### src/rtl/mdu_ctrl.sv
// rtl/mdu_ctrl.sv - EX-stage sequencer for the shared multiplier/divider with HI/LO write-back
module mdu_ctrl #(
    parameter int MUL_LAT = 5
) (
    input  logic        clk,
    input  logic        rst,
    input  logic        op_valid,
    input  logic [1:0]  op_kind,
    input  logic [31:0] op_a,
    input  logic [31:0] op_b,
    input  logic        flush,
    output logic        stall,
    output logic [31:0] mul_a,
    output logic [31:0] mul_b,
    input  logic [63:0] mul_p,
    output logic        div_start,
    output logic        div_signed,
    output logic [31:0] div_a,
    output logic [31:0] div_b,
    output logic        div_annul,
    input  logic [63:0] div_result,
    input  logic        div_ready,
    output logic        hilo_we,
    output logic [31:0] hi_out,
    output logic [31:0] lo_out
);

    // Counter only has to reach MUL_LAT-1; keep at least one bit for MUL_LAT==1.
    localparam int CW = (MUL_LAT > 1) ? $clog2(MUL_LAT) : 1;
    localparam logic [CW-1:0] CNT_LAST = CW'(MUL_LAT - 1);

    localparam logic [1:0] K_MULT  = 2'b00;

    typedef enum logic [1:0] {
        IDLE     = 2'b00,
        MUL      = 2'b01,
        DIV_WAIT = 2'b10,
        DONE     = 2'b11
    } state_t;

    state_t        state;
    state_t        state_n;
    logic [CW-1:0] cnt;
    logic          neg;
    logic          accept;
    logic          mul_last;
    logic          div_hit;
    logic [63:0]   mul_fixed;

    // Two's-complement magnitude; 0x80000000 maps onto itself, which is the
    // correct unsigned magnitude for the unsigned multiplier.
    function automatic logic [31:0] mag(input logic [31:0] v);
        return v[31] ? (~v + 32'd1) : v;
    endfunction

    assign accept   = (state == IDLE) && op_valid && !flush;
    assign mul_last = (state == MUL) && (cnt == CNT_LAST);
    // The cycle carrying div_start is excluded: a level-style ready left over
    // from a previous division must not be taken as this op's result.
    assign div_hit  = (state == DIV_WAIT) && div_ready && !div_start;
    assign mul_fixed = neg ? (~mul_p + 64'd1) : mul_p;

    // State register.
    always_ff @(posedge clk or negedge rst) begin
        if (!rst) begin
            state <= IDLE;
        end else begin
            state <= state_n;
        end
    end

    // Next state, stall and HI/LO write strobe; flush overrides everything.
    always_comb begin
        state_n = state;
        stall   = 1'b0;
        hilo_we = 1'b0;
        case (state)
            IDLE: begin
                stall = op_valid;
                if (accept) begin
                    state_n = op_kind[1] ? DIV_WAIT : MUL;
                end
            end
            MUL: begin
                stall = 1'b1;
                if (mul_last) begin
                    state_n = DONE;
                end
            end
            DIV_WAIT: begin
                stall = 1'b1;
                if (div_hit) begin
                    state_n = DONE;
                end
            end
            DONE: begin
                hilo_we = 1'b1;
                state_n = IDLE;
            end
            default: state_n = IDLE;
        endcase
        if (flush) begin
            state_n = IDLE;
            stall   = 1'b0;
            hilo_we = 1'b0;
        end
    end

    // MUL cycle counter, restarted on accept and on flush.
    always_ff @(posedge clk or negedge rst) begin
        if (!rst) begin
            cnt <= '0;
        end else if (flush || accept) begin
            cnt <= '0;
        end else if (state == MUL) begin
            cnt <= cnt + CW'(1);
        end
    end

    // Operand latches; each unit's operands only change when an op for it is accepted.
    always_ff @(posedge clk or negedge rst) begin
        if (!rst) begin
            mul_a      <= '0;
            mul_b      <= '0;
            neg        <= 1'b0;
            div_a      <= '0;
            div_b      <= '0;
            div_signed <= 1'b0;
        end else if (accept) begin
            if (op_kind[1]) begin
                div_a      <= op_a;
                div_b      <= op_b;
                div_signed <= ~op_kind[0];
            end else if (op_kind == K_MULT) begin
                mul_a <= mag(op_a);
                mul_b <= mag(op_b);
                neg   <= op_a[31] ^ op_b[31];
            end else begin
                mul_a <= op_a;
                mul_b <= op_b;
                neg   <= 1'b0;
            end
        end
    end

    // Divider start pulse follows a divide accept; annul follows a flush of an in-flight divide.
    always_ff @(posedge clk or negedge rst) begin
        if (!rst) begin
            div_start <= 1'b0;
            div_annul <= 1'b0;
        end else begin
            div_start <= accept && op_kind[1];
            div_annul <= flush && (state == DIV_WAIT);
        end
    end

    // HI/LO capture on the last MUL cycle or on divider ready; flush leaves them untouched.
    always_ff @(posedge clk or negedge rst) begin
        if (!rst) begin
            hi_out <= '0;
            lo_out <= '0;
        end else if (!flush) begin
            if (mul_last) begin
                {hi_out, lo_out} <= mul_fixed;
            end else if (div_hit) begin
                {hi_out, lo_out} <= div_result;
            end
        end
    end

endmodule
### config.mk
export PLATFORM = sky130hd
export DESIGN_NAME = mdu_ctrl
export DESIGN_NICKNAME = d
export VERILOG_FILES = /design/src/rtl/mdu_ctrl.sv
export SDC_FILE = /design/constraint.sdc
export NUM_CORES = 1
export LEC_CHECK = 0
export CORE_AREA = 2 2 179 181
export CTS_BUF_LIST = sky130_fd_sc_hd__clkbuf_2
export DETAILED_ROUTE_END_ITERATION = 10
export DIE_AREA = 0 0 181 183
export GPL_TIMING_DRIVEN = 0
export SLEW_MARGIN = 20
export SYNTH_ARGS = -nofsm -noshare
export SYNTH_HDL_FRONTEND = slang
export SYNTH_SLANG_ARGS = --single-unit
### constraint.sdc
create_clock -name clk -period 4.7 [get_ports clk]
set_clock_uncertainty 0.05 [all_clocks]
set_input_delay 0.705 -clock clk [delete_from_list [all_inputs] [get_ports clk]]
set_output_delay 0.705 -clock clk [all_outputs]
set_load 0.01 [all_outputs]
# After elaboration in Yosys (flattened, before gate mapping)
# Index checks and enable logic that the tools add are counted.
[classes]
addsub = 4
eq_ne = 7
mux = 22
bitwise_logic = 7
n_reduce_logical = 19
[op_table]
columns = ["op", "n"]
rows = [
  ["32-bit 2-to-1 mux", 8],
  ["32-bit by 1-bit adder with 32-bit output, second input constant", 2],
  ["64-bit by 1-bit adder with 64-bit output, second input constant", 1],
  ["64-bit 2-to-1 mux", 1],
  ["32-bit NOT", 2],
  ["64-bit NOT", 1],
  ["2-bit 2-to-1 mux", 5],
  ["3-bit inequality test, second input constant", 3],
  ["2-bit one-hot mux with 4 select lines", 1],
  ["1-bit logical AND", 7],
  ["3-bit 2-to-1 mux", 2],
  ["2-bit AND reduction", 3],
  ["2-bit == test, second input constant", 2],
  ["2-bit zero test", 2],
  ["1-bit 2-to-1 mux", 4],
  ["2-bit nonzero test", 2],
  ["3-bit by 1-bit adder with 3-bit output, second input constant", 1],
  ["3-bit == test, second input constant", 1],
  ["1-bit NOT", 3],
  ["3-bit AND reduction", 1],
  ["2-bit by 1-bit == test with 1-bit output, second input constant", 1],
  ["1-bit zero test", 2],
  ["1-bit one-hot mux with 2 select lines", 1],
  ["2-bit OR reduction", 1],
  ["2 further kinds", 2],
]
[word_totals]
reg_bits = 201
input_bits = 199
output_inout_bits = 197
elab_cells = 71

# Logic depth before layout (Yosys ltp)
# Gate-level depths: netlist of the first run.
[logic_depth]
depth_word = 6
ltp_mapped = 10
depth_no_buf = 8

# Worst setup path before layout of the first run
# Ideal clock, no wire load.
[synth_timing]
kind = "input port to flip-flop"
start = "input port mul_p[1]"
end = "register hi_out[3]"
setup_time_ns = 0.138
arrival_ns = 2.814
required_ns = 4.512
slack_ns = 1.698
cell_stages = 8
n_path_buf = 2
path_cell_list = "or4_4 > or4_1 > buf_2 > or3_4 > buf_6 > o41ai_4 > xor2_1 > o22ai_1"
[synth_via]
elab_chain_cells = 4
[synth_lines]
columns = ["element", "line", "text"]
rows = [
  ["start, declared", "15", "input logic [63:0] mul_p,"],
  ["64-bit NOT", "61", "assign mul_fixed = neg ? (~mul_p + 64'd1) : mul_p;"],
  ["64-bit by 1-bit adder with 64-bit output", "61", ""],
  ["64-bit 2-to-1 mux", "61", ""],
  ["32-bit 2-to-1 mux", "163", "if (mul_last) begin"],
  ["end signal, assigned", "164", "{hi_out, lo_out} <= mul_fixed;"],
  ["end signal, assigned", "166", "{hi_out, lo_out} <= div_result;"],
  ["end, declared", "24", "output logic [31:0] hi_out,"],
]
# No other way between the ends.
# A chain may end at the register's enable or synchronous reset.

# Worst setup path after layout of the first run
[layout_timing]
start = "register state[1]"
end = "register hi_out[10]"
[layout_via]
elab_chain_cells = 5
elab_cells_between_ends = 8
classes_between = "eq/ne: 2; mux: 1; reduce/logical: 5"
[layout_lines]
columns = ["element", "line", "text"]
rows = [
  ["start, declared", "41", "state_t state;"],
  ["start signal, assigned", "68", "state <= state_n;"],
  ["2-bit == test", "60", "assign div_hit = (state == DIV_WAIT) && div_ready && !div_start;"],
  ["1-bit logical AND (2 in series)", "60", ""],
  ["2-bit nonzero test (no source line)", "-", ""],
  ["2-bit AND reduction (no source line)", "-", ""],
]
# Several ways; a longest one is shown, not always the timed one.

==> summary.txt, run 1 <==
Run status
  – Status: finished, final reports clean

Global route
  – GRT met2 Usage: 43.2%
  – Gr usage total: 25.5%
  – Initial antenna violation count: 2
  – Most used routing layer: met2
  – Gr ovfl total: 0
  – Met1 Resource Use GR: 30.1%
  – First-pass GRT wire length: 65600 um
  – Met3 Use GR: 9.69%
  – Largest net degree at the start of global routing: 92
  – Vias in the first global route: 11300

Timing
  – Min Tclk post-route: 3.55 ns
  – Final setup vio count: 0
  – Final Hold Fails: 0
  – Fmax: 282 MHz
  – Hold Slack: 0.290 ns
  – Unrepaired setup endpoints after global routing: no
  – Final Max Tran Viols: 0
  – Worst slew margin relative to its limit: 33.4%
  – Final period util: 75.4%
  – Worst Max-Slew Pin Slew: 0.990 ns

Synth
  – Post-synth EDFFs: 0
  – Yosys top cell area share: 46.7%
  – Compound-Gate Fraction of Synth Area: 17.1%
  – Post-synthesis async set-or-reset flop share: 100%
  – Post-synthesis instance area: 10800 sq um
  – Synth Area in XOR/XNOR: 9.84%
  – Top post-synthesis cells by count: nand2_1 (296), dfrtp_1 (201), o21ai_0 (143)
  – Main synth FF type: dfrtp_1
  – Most area-hungry cell type in the Yosys netlist: dfrtp_1
  – Syn Nets: 1460
  – Top-count cell post-synth: nand2_1
  – Yosys warns: 0
  – Post-Synth Simple-Gate Area: 21.3%
  – Post-Syn Instances: 1250
  – Mean Syn Cell Area: 8.61 sq um
  – Yosys cell types: 50
  – Synth top area cells: dfrtp_1 (47%), nand2_1 (10%), o21ai_0 (6.6%)
  – Post-Synth Adder-Cell Area: 1.28%
  – Mux share of post-synthesis cell area: 0.581%
  – Main combinational cell family by area after synthesis: simple AND/OR/NAND/NOR gates
  – Seq/Total Area, Yosys: 46.7%
  – Register bit count reported by yosys: 201

Layout
  – Nets: 1915
  – Non-Filler Instances: 2148
  – Area Overhead vs Synth: 46.8%
  – Final Instance Area: 15800 sq um
  – Share of cells above drive strength 1: 6.36%

Worst setup path
  – R2R Setup Slk: 1.15 ns
  – Crit path capture type: register
  – CP Launch Point: state[1]
  – CP Max Fanout: 10
  – Critical path endpoint: hi_out[10]
  – Worst reg2reg path depth: 9
  – Critical path class: register to register
  – Reg-to-Reg End: hi_out[10]
  – Critical Path RT: 5.34 ns
  – Arr. time, crit path: 4.18 ns
  – R2R Path Start: state[1]
  – CP Launch Type: register

Clocking
  – TritonCTS Sinks: 201
  – Reg clk slew, reported paths: 0.10 ns
  – Root Driver: clkbuf_2
  – Clock latency on the worst-skew pair: 0.83 ns
  – H-tree levels: 2
  – CTS-repair resized insts: 0
  – Clock buffer depth: 3
  – Num CTS Buffers: 55
  – CTS tree: done

Power
  – Leakage: 6.57 nW
  – Pint: 5.24 mW
  – Switch Pwr: 3.15 mW
  – Power per cell area: 531 nW/um^2
  – Comb pwr share: 48.2%
  – VDD IR max: 0.000299 V
  – Clk pwr share: 15.6%
  – Sw Ratio: 37.6%
  – Seq pwr share: 36.2%

Drt
  – Pre-antenna DRT Iters: 5
  – DR iter-0 viols: 655
  – Drt via density: 5.14
  – Antenna viol nets, final: 0
  – Post-Route WL: 42700 um
  – DRC: 0
  – DR vias: 11000
  – Routed len/inst: 19.9 um

Place
  – GP Congestion: 0.873
  – Placed Instance Area: 15300 sq um
  – DPL Wire Length: 32800 um
  – Buffers on Ports: 395
  – DP Cell Count: 2049

Flow run
  – Number of max-cap violations: 0

Floorplanning
  – Core area: 31200 sq um
  – Initial Utilization: 34.5%
  – Die ar.: 33100 sq um
  – FP Rows: 65
  – I/O pin count: 396
  – Die Wd: 181 um
  – Chip height: 183 um

Worst hold path
  – HP Class: input pin to async pin
==> worst max-delay path, stage by stage (launching register included) <==
cell	delay, ns
dfrtp_1	0.44
inv_1	0.12
ha_1	0.15
clkbuf_1	0.25
nand3_1	0.55
a21oi_1	0.52
clkbuf_1	0.58
clkbuf_1	0.48
nor2_1	0.09
o22ai_1	0.19
==> power groups by stage <==
stage / clock, mW / sequential [mW] / combinational [mW]
after floorplan: 0 / 3.41 / 1.21
after CTS: 1.36 / 3.04 / 4.09
final: 1.31 / 3.04 / 4.04
after global placement: 0 / 3.04 / 4.04
after global routing: 1.46 / 3.15 / 4.40
after detailed placement: 0 / 3.06 / 4.07
==> stage by stage <==
step	total power, mW	util, %	setup WS (ns)	TNS (ns)
2_1_floorplan	4.62	-	1.70	0
3_3_place_gp	7.09	48.7	-6.11	-1223.84
3_5_place_dp	7.13	49.0	0.712	0
4_1_cts	8.49	50.6	1.10	0
5_1_grt	9.01	50.6	0.945	0
6_report	8.39	50.6	1.15	0
==> layer usage <==
metal  up-vias  routed length (um)  part of all wire (%)
li1       5277                   -                     -
met5         -                  13                 0.030
met3        78                4330                    10
met4         2                1090                   2.6
met2       449               20300                    48
met1      5235               17000                    40
==> final cells by class <==
type	count	area, sq um
diodes	1	2.50
plain buffers	72	279
clock buffers	82	410
clock inverters	15	97.6
fillers	3112	15400
inverters	16	60.1
multi-input cells	961	5400
flip-flops and latches	201	5030
well taps	402	503
repair buffers	398	4020
==> kinds of logic (layout without fill, tap and decap cells) <==
kind of cell	after synthesis	count (layout)
AO/OA/AOI/OAI	309	309
XOR/XNOR	121	121
adder cells (fa/ha/maj)	11	11
buffers and inverters	88	583
flip-flops	201	201
multiplexers	6	6
other	0	1
AND/OR/NAND/NOR	514	514
==> worst min-delay path by stage <==
stage                      to  slack, ns  depth (start not counted)
floorplan              cnt[0]       0.36                          0
global placement     div_a[6]       0.41                          2
detailed placement  div_b[26]       0.41                          2
CTS                 mul_b[18]       0.23                          2
global route        mul_b[18]       0.25                          2
finish              div_b[17]       0.29                          2
==> placed cells by master, fill, tap and decap left out, types with 21 or more instances in the layout <==
| cell | count |
|---|---|
| xor2_1 | 78 |
| nor3_1 | 21 |
| clkdlybuf4s50_1 | 394 |
| o41ai_1 | 27 |
| o31ai_1 | 29 |
| nand2_1 | 296 |
| clkbuf_2 | 82 |
| a21oi_1 | 70 |
| clkbuf_1 | 66 |
| o21ai_0 | 143 |
| nor2_1 | 81 |
| xnor2_1 | 43 |
| o22ai_1 | 25 |
| dfrtp_1 | 201 |
==> state kept, by name, summed over array words and instances (netlist names) <==
| register | flops |
|---|---|
| div_annul | 1 |
| div_a | 32 |
| cnt | 3 |
| hi_out | 32 |
| mul_b | 32 |
| div_start | 1 |
| div_signed | 1 |
| div_b | 32 |
| mul_a | 32 |
| neg | 1 |
| lo_out | 32 |
| state | 2 |
==> what timing repair did <==
action / 4_1_cts / 5_1_grt
buffers inserted: 0 / 0
hold buffers: 1 / 0
hold endpoints to repair: 50 / 0
Note: power is estimated with default switching activity, not from simulation.
==> run 2: changes to the inputs <==
PLACE_DENSITY = 0.67   (was unset)
clock period = 3 ns   (was 4.7 ns; I/O delays follow)
==> run 2 against run 1 <==
Compared with the run above:
- the run now ends with negative setup slack left
- final cell count is 0.28% higher
- flip-flop and latch count unchanged
- global-route usage grew 0.38 points
- wire length grew 2.3%
- combinational power grew 58%
- non-clock buffer count increased by 4
- via count up 1.2%
- largest power group unchanged
==> summary.txt, run 2 (synthesis gave the netlist of run 1 again) <==
Power
  – Leakage: 6.62 nW
  – VDD IR max: 0.000445 V
  – Power per cell area: 832 nW/um^2

Floorplanning
  – Die Wd: 181 um
  – I/O pin count: 396
  – Chip height: 183 um
  – Die ar.: 33100 sq um
  – Core area: 31200 sq um
  – Initial Utilization: 34.5%
  – FP Rows: 65

Drt
  – Drt via density: 5.19
  – Routed len/inst: 20.3 um
  – DR vias: 11200
  – Post-Route WL: 43700 um
  – Antenna viol nets, final: 0
  – DR iter-0 viols: 713
  – Pre-antenna DRT Iters: 6
  – DRC: 0

Worst setup path
  – Crit path capture type: register
  – Worst path cell trace: clkdlybuf4s50_1 > inv_1 > ha_1 > or3b_2 > nor4_1 > nand4_1 > o41ai_1 > xor2_1 > o21ai_0
  – CP max stage cell: nor4_1
  – CP Launch Type: input pin
  – Critical path class: input pin to register
  – CP Max Fanout: 5
  – Max incr delay on CP: 0.62 ns
  – Arr. time, crit path: 3.64 ns
  – Critical Path RT: 3.62 ns

Clocking
  – Root Driver: clkbuf_2
  – H-tree levels: 2
  – Reg clk slew, reported paths: 0.10 ns
  – TritonCTS Sinks: 201
  – Clock buffer depth: 3
  – Clock latency on the worst-skew pair: 0.82 ns
  – CTS tree: done
  – Num CTS Buffers: 56

Place
  – Buffers on Ports: 395
  – Placed Instance Area: 15300 sq um
  – DPL Wire Length: 33500 um
  – GP Congestion: 0.917
  – DP Cell Count: 2049

Layout
  – Most common cell after layout, fill and taps aside: clkdlybuf4s50_1
  – Area Overhead vs Synth: 47.5%
  – Fill count: 2996
  – Most frequent cells in the layout: clkdlybuf4s50_1 (393), nand2_1 (296), dfrtp_1 (201)
  – Core Util, Final: 50.8%
  – Seq. cell area: 5030 sq um
  – Non-Filler Instances: 2154
  – Share of cells above drive strength 1: 6.91%
  – Final Instance Area: 15900 sq um
  – Nets: 1920
  – Multi-input logic area: 5430 sq um

Global route
  – First-pass GRT wire length: 67000 um
  – Vias in the first global route: 11600
  – Largest net degree at the start of global routing: 92
  – Gr ovfl total: 0
  – Gr usage total: 25.9%
  – Initial antenna violation count: 2

Flow run
  – Number of max-cap violations: 0

Run status
  – Failing checks: negative setup slack
  – Status: finished, violations left

Timing
  – Fmax: 331 MHz
  – Final Max Tran Viols: 0
  – Hold Slack: 0.108 ns
  – Final worst setup slack: -0.0193 ns
  – Worst Max-Slew Pin Slew: 1.06 ns
  – Setup TNS: -0.0193 ns
  – Final Hold Fails: 0
  – Worst slew margin relative to its limit: 28.4%
  – Final period util: 101%
  – Min Tclk post-route: 3.02 ns
  – Final setup vio count: 1
  – Unrepaired setup endpoints after global routing: no

Worst hold path
  – HP Class: input pin to register
## run 2: cell count changes in the layout (fill, tap and decap cells not counted), sizes merged
| cell | previous run | this run |
|---|---|---|
| inv | 16 | 18 |
| clkinvlp | 1 | 0 |
| dlygate4sd2 | 0 | 1 |
| clkbuf | 148 | 146 |
| clkinv | 13 | 16 |
| buf | 9 | 11 |
| clkdlybuf4s50 | 394 | 393 |
| dlygate4sd3 | 1 | 3 |
## run 2: layout make-up
class	instances	area share, %
timing repair buffer	402	25.6
sequential	201	31.7
inverter	16	0.378
multi-input combinational	961	34.2
buffer	72	1.80
clock inverter	19	0.725
tap	402	3.17
antenna	1	0.0158
clock buffer	80	2.52
## run 2: what timing repair did
item                                    4_1_cts  5_1_grt
buffers inserted                              2        0
gates resized for setup                       7        4
endpoints found under the setup margin       48       12
hold endpoints to repair                    110        0
hold buffers                                  3        0
## run 2: critical path, delay by kind of cell
family | cells | cell delay (ns)
XOR/XNOR | 1 | 0.17
AO/OA/AOI/OAI | 2 | 0.59
AND/OR/NAND/NOR | 3 | 1.56
buffers and inverters | 2 | 0.67
adder cells (fa/ha/maj) | 1 | 0.19
## run 2: per-layer routing
metal	share of wire (%)	wire [um]	vias to the layer above	track usage (%)
met3	8.9	3910	82	8.24
met1	40	17400	5349	30.0
met2	49	21300	442	46.0
met5	0.057	25	-	0
met4	2.4	1030	2	7.22
li1	-	-	5294	-
## run 2: through the flow
| step | power, mW | setup WS (ns) |
|---|---|---|
| floorplan | 7.23 | 0.253 |
| global placement | 11.1 | -7.47 |
| detailed placement | 11.2 | -0.780 |
| CTS | 13.4 | 0.0497 |
| global route | 14.1 | 0.000850 |
| finish | 13.2 | -0.0193 |
## run 2: final timing paths
path | depth (start not counted) | to | slack [ns] | startpoint
max | 9 | hi_out[28] | -0.02 | mul_p[0]
max in group asynchronous | 4 | div_b[11] | 0.85 | rst
min | 3 | div_b[25] | 0.11 | op_b[25]
min in group asynchronous | 3 | mul_b[11] | 0.59 | rst
max reg2reg | 9 | hi_out[19] | 0.21 | state[0]
min reg2reg | 2 | div_a[25] | 0.43 | div_a[25]
## run 2: report_power, final
| group | switching, mW | leakage (nW) | internal, mW |
|---|---|---|---|
| clock network | 1.25 | 0.397 | 0.821 |
| registers | 0.752 | 2.48 | 4.01 |
| logic | 2.99 | 3.74 | 3.39 |
| total | 4.99 | 6.62 | 8.22 |
==> run 3: changes to the inputs <==
CORE_AREA = 2 2 168 170   (was 2 2 179 181)
DIE_AREA = 0 0 170 172   (was 0 0 181 183)
PLACE_DENSITY = 0.75   (was 0.67)
SLEW_MARGIN = 5   (was 20)
==> run 3 against run 2 <==
Compared with the run above:
- the run now ends clean
- utilization rose by 6.7 points
- power fell by 0.55%
- sequential power barely moved
- sequential share of layout area rose by 0.13 points
- register-to-register slack got worse by 0.02 ns
- non-clock buffer count fell by 1
- critical endpoint is now hi_out[26]
- largest cell class unchanged
==> summary.txt, run 3 (synthesis gave the netlist of run 1 again) <==
Run status
  – Status: finished, final reports clean

Global route
  – Gr ovfl total: 0
  – Gr usage total: 28.0%
  – Initial antenna violation count: 2
  – Vias in the first global route: 11600
  – Largest net degree at the start of global routing: 91
  – First-pass GRT wire length: 63700 um

Worst setup path
  – Critical path class: input pin to register
  – Reg-to-Reg End: hi_out[26]
  – Critical Path RT: 3.60 ns
  – Buf+Inv Stages, Crit Path: 2
  – Arr. time, crit path: 3.48 ns
  – CP max stage cell: or3b_2
  – Worst reg2reg path depth: 9
  – R2R Setup Slk: 0.19 ns
  – Stages on worst setup path: 9
  – R2R Path Start: state[0]
  – Worst path cell trace: clkdlybuf4s50_1 > inv_1 > ha_1 > or3b_2 > nor4_1 > nand4_1 > o41ai_1 > xor2_1 > o22ai_1
  – CP Launch Type: input pin
  – Max incr delay on CP: 0.52 ns
  – CP Max Fanout: 5
  – Crit-path leading delay family: simple AND/OR/NAND/NOR gates
  – Crit path capture type: register

Power
  – Power per cell area: 831 nW/um^2
  – Leakage: 6.60 nW
  – VDD IR max: 0.000530 V
  – Tot Pwr: 13.1 mW

Worst hold path
  – Hold EP: div_a[13]
  – Hold Path Depth: 3
  – Min-delay src: op_a[13]
  – HP Class: input pin to register

Floorplanning
  – Core area: 27500 sq um
  – FP Rows: 61
  – I/O pin count: 396
  – Chip height: 172 um
  – Die Wd: 170 um
  – Initial Utilization: 39.2%
  – Die ar.: 29200 sq um

Place
  – Placement Setup Slack: -0.789 ns
  – GP Congestion: 0.905
  – DPL Wire Length: 31600 um
  – Buffers on Ports: 395

Timing
  – Final Hold Fails: 0
  – Final setup vio count: 0
  – Worst Max-Slew Pin Slew: 1.04 ns
  – Final worst setup slack: 0.128 ns
  – Final period util: 95.7%
  – Min Tclk post-route: 2.87 ns
  – Fmax: 348 MHz
  – Worst slew margin relative to its limit: 30.0%
  – Unrepaired setup endpoints after global routing: yes
  – Final Max Tran Viols: 0

Clocking
  – TritonCTS Sinks: 201
  – Clock buffer depth: 3
  – H-tree levels: 2
  – Num CTS Buffers: 55
  – Clock latency on the worst-skew pair: 0.86 ns
  – CTS tree: done
  – Reg clk slew, reported paths: 0.11 ns
  – Root Driver: clkbuf_2

Drt
  – DR iter-0 viols: 579
  – Pre-antenna DRT Iters: 5
  – DRC: 0
  – Drt via density: 5.35
  – DR vias: 11200
  – Antenna viol nets, final: 0
  – Routed len/inst: 19.6 um
  – Post-Route WL: 41200 um

Layout
  – Fill count: 2478
  – Nets: 1918
  – Most common cell after layout, fill and taps aside: clkdlybuf4s50_1
  – Most frequent cells in the layout: clkdlybuf4s50_1 (393), nand2_1 (296), dfrtp_1 (201)
  – Area Overhead vs Synth: 46.9%
  – Share of cells above drive strength 1: 6.45%

Flow run
  – Number of max-cap violations: 0
run 3: changes by cell type in the layout (fill, tap and decap cells not counted):
cell	change
dlygate4sd3_1	-1
clkinv_1	+10
inv_2	-1
clkinv_4	-1
buf_12	+1
inv_8	+1
clkbuf_2	-8
clkbuf_1	-1
diode_2	+1
run 3: where the power goes:
group          internal [mW]  switching [mW]
clock                  0.774            1.24
combinational           3.39            2.97
sequential              4.01           0.751
total                   8.17            4.97
run 3: tightest hold or removal path, delay by kind of cell:
family                 cells  cell delay, ns
AND/OR/NAND/NOR            2            0.12
buffers and inverters      1            0.45
run 3: layout make-up:
class | count | area [sq um] | share of cell area, %
Buffer | 71 | 282 | 1.78
Inverter | 16 | 60.1 | 0.380
Sequential cell | 201 | 5030 | 31.8
Clock inverter | 28 | 151 | 0.957
Multi-Input combinational cell | 961 | 5430 | 34.3
Clock buffer | 72 | 360 | 2.28
Antenna cell | 2 | 5.00 | 0.0316
Timing Repair Buffer | 402 | 4070 | 25.7
Tap cell | 346 | 433 | 2.74
run 3: stage by stage:
stage	hold WS [ns]	instances	cell area (sq um)	TNS (ns)	utilization [%]
CTS	0.0332	2098	15800	0	57.5
global placement	0.409	1991	15200	-1483.33	55.2
finish	0.138	2099	15800	0	57.6
floorplan	0.104	1250	10800	0	-
global route	0.0787	2099	15800	-0.00190	57.6
detailed placement	0.277	1993	15200	-27.82	55.4
run 3: per-layer routing:
metal / wire [um] / global-route usage, % / share of wire (%)
met5: 0 / 0 / 0
met4: 1410 / 11.7 / 3.4
met3: 3600 / 8.77 / 8.7
met2: 20600 / 50.0 / 50
met1: 15600 / 30.9 / 38
run 3: worst max-delay path by stage:
stage	to	slack, ns	startpoint
finish	hi_out[26]	0.13	mul_p[0]
floorplan	hi_out[3]	0.25	mul_p[1]
CTS	hi_out[30]	0.09	state[0]
global route	hi_out[26]	-0.002	state[0]
global placement	lo_out[19]	-7.26	rst
detailed placement	hi_out[31]	-0.79	mul_p[18]
run 3: what timing repair did:
item	CTS	global route
setup buffers	2	0
hold buffers	3	0
hold endpoints to repair	201	0
endpoints found under the setup margin	65	47
gates resized for setup	7	4
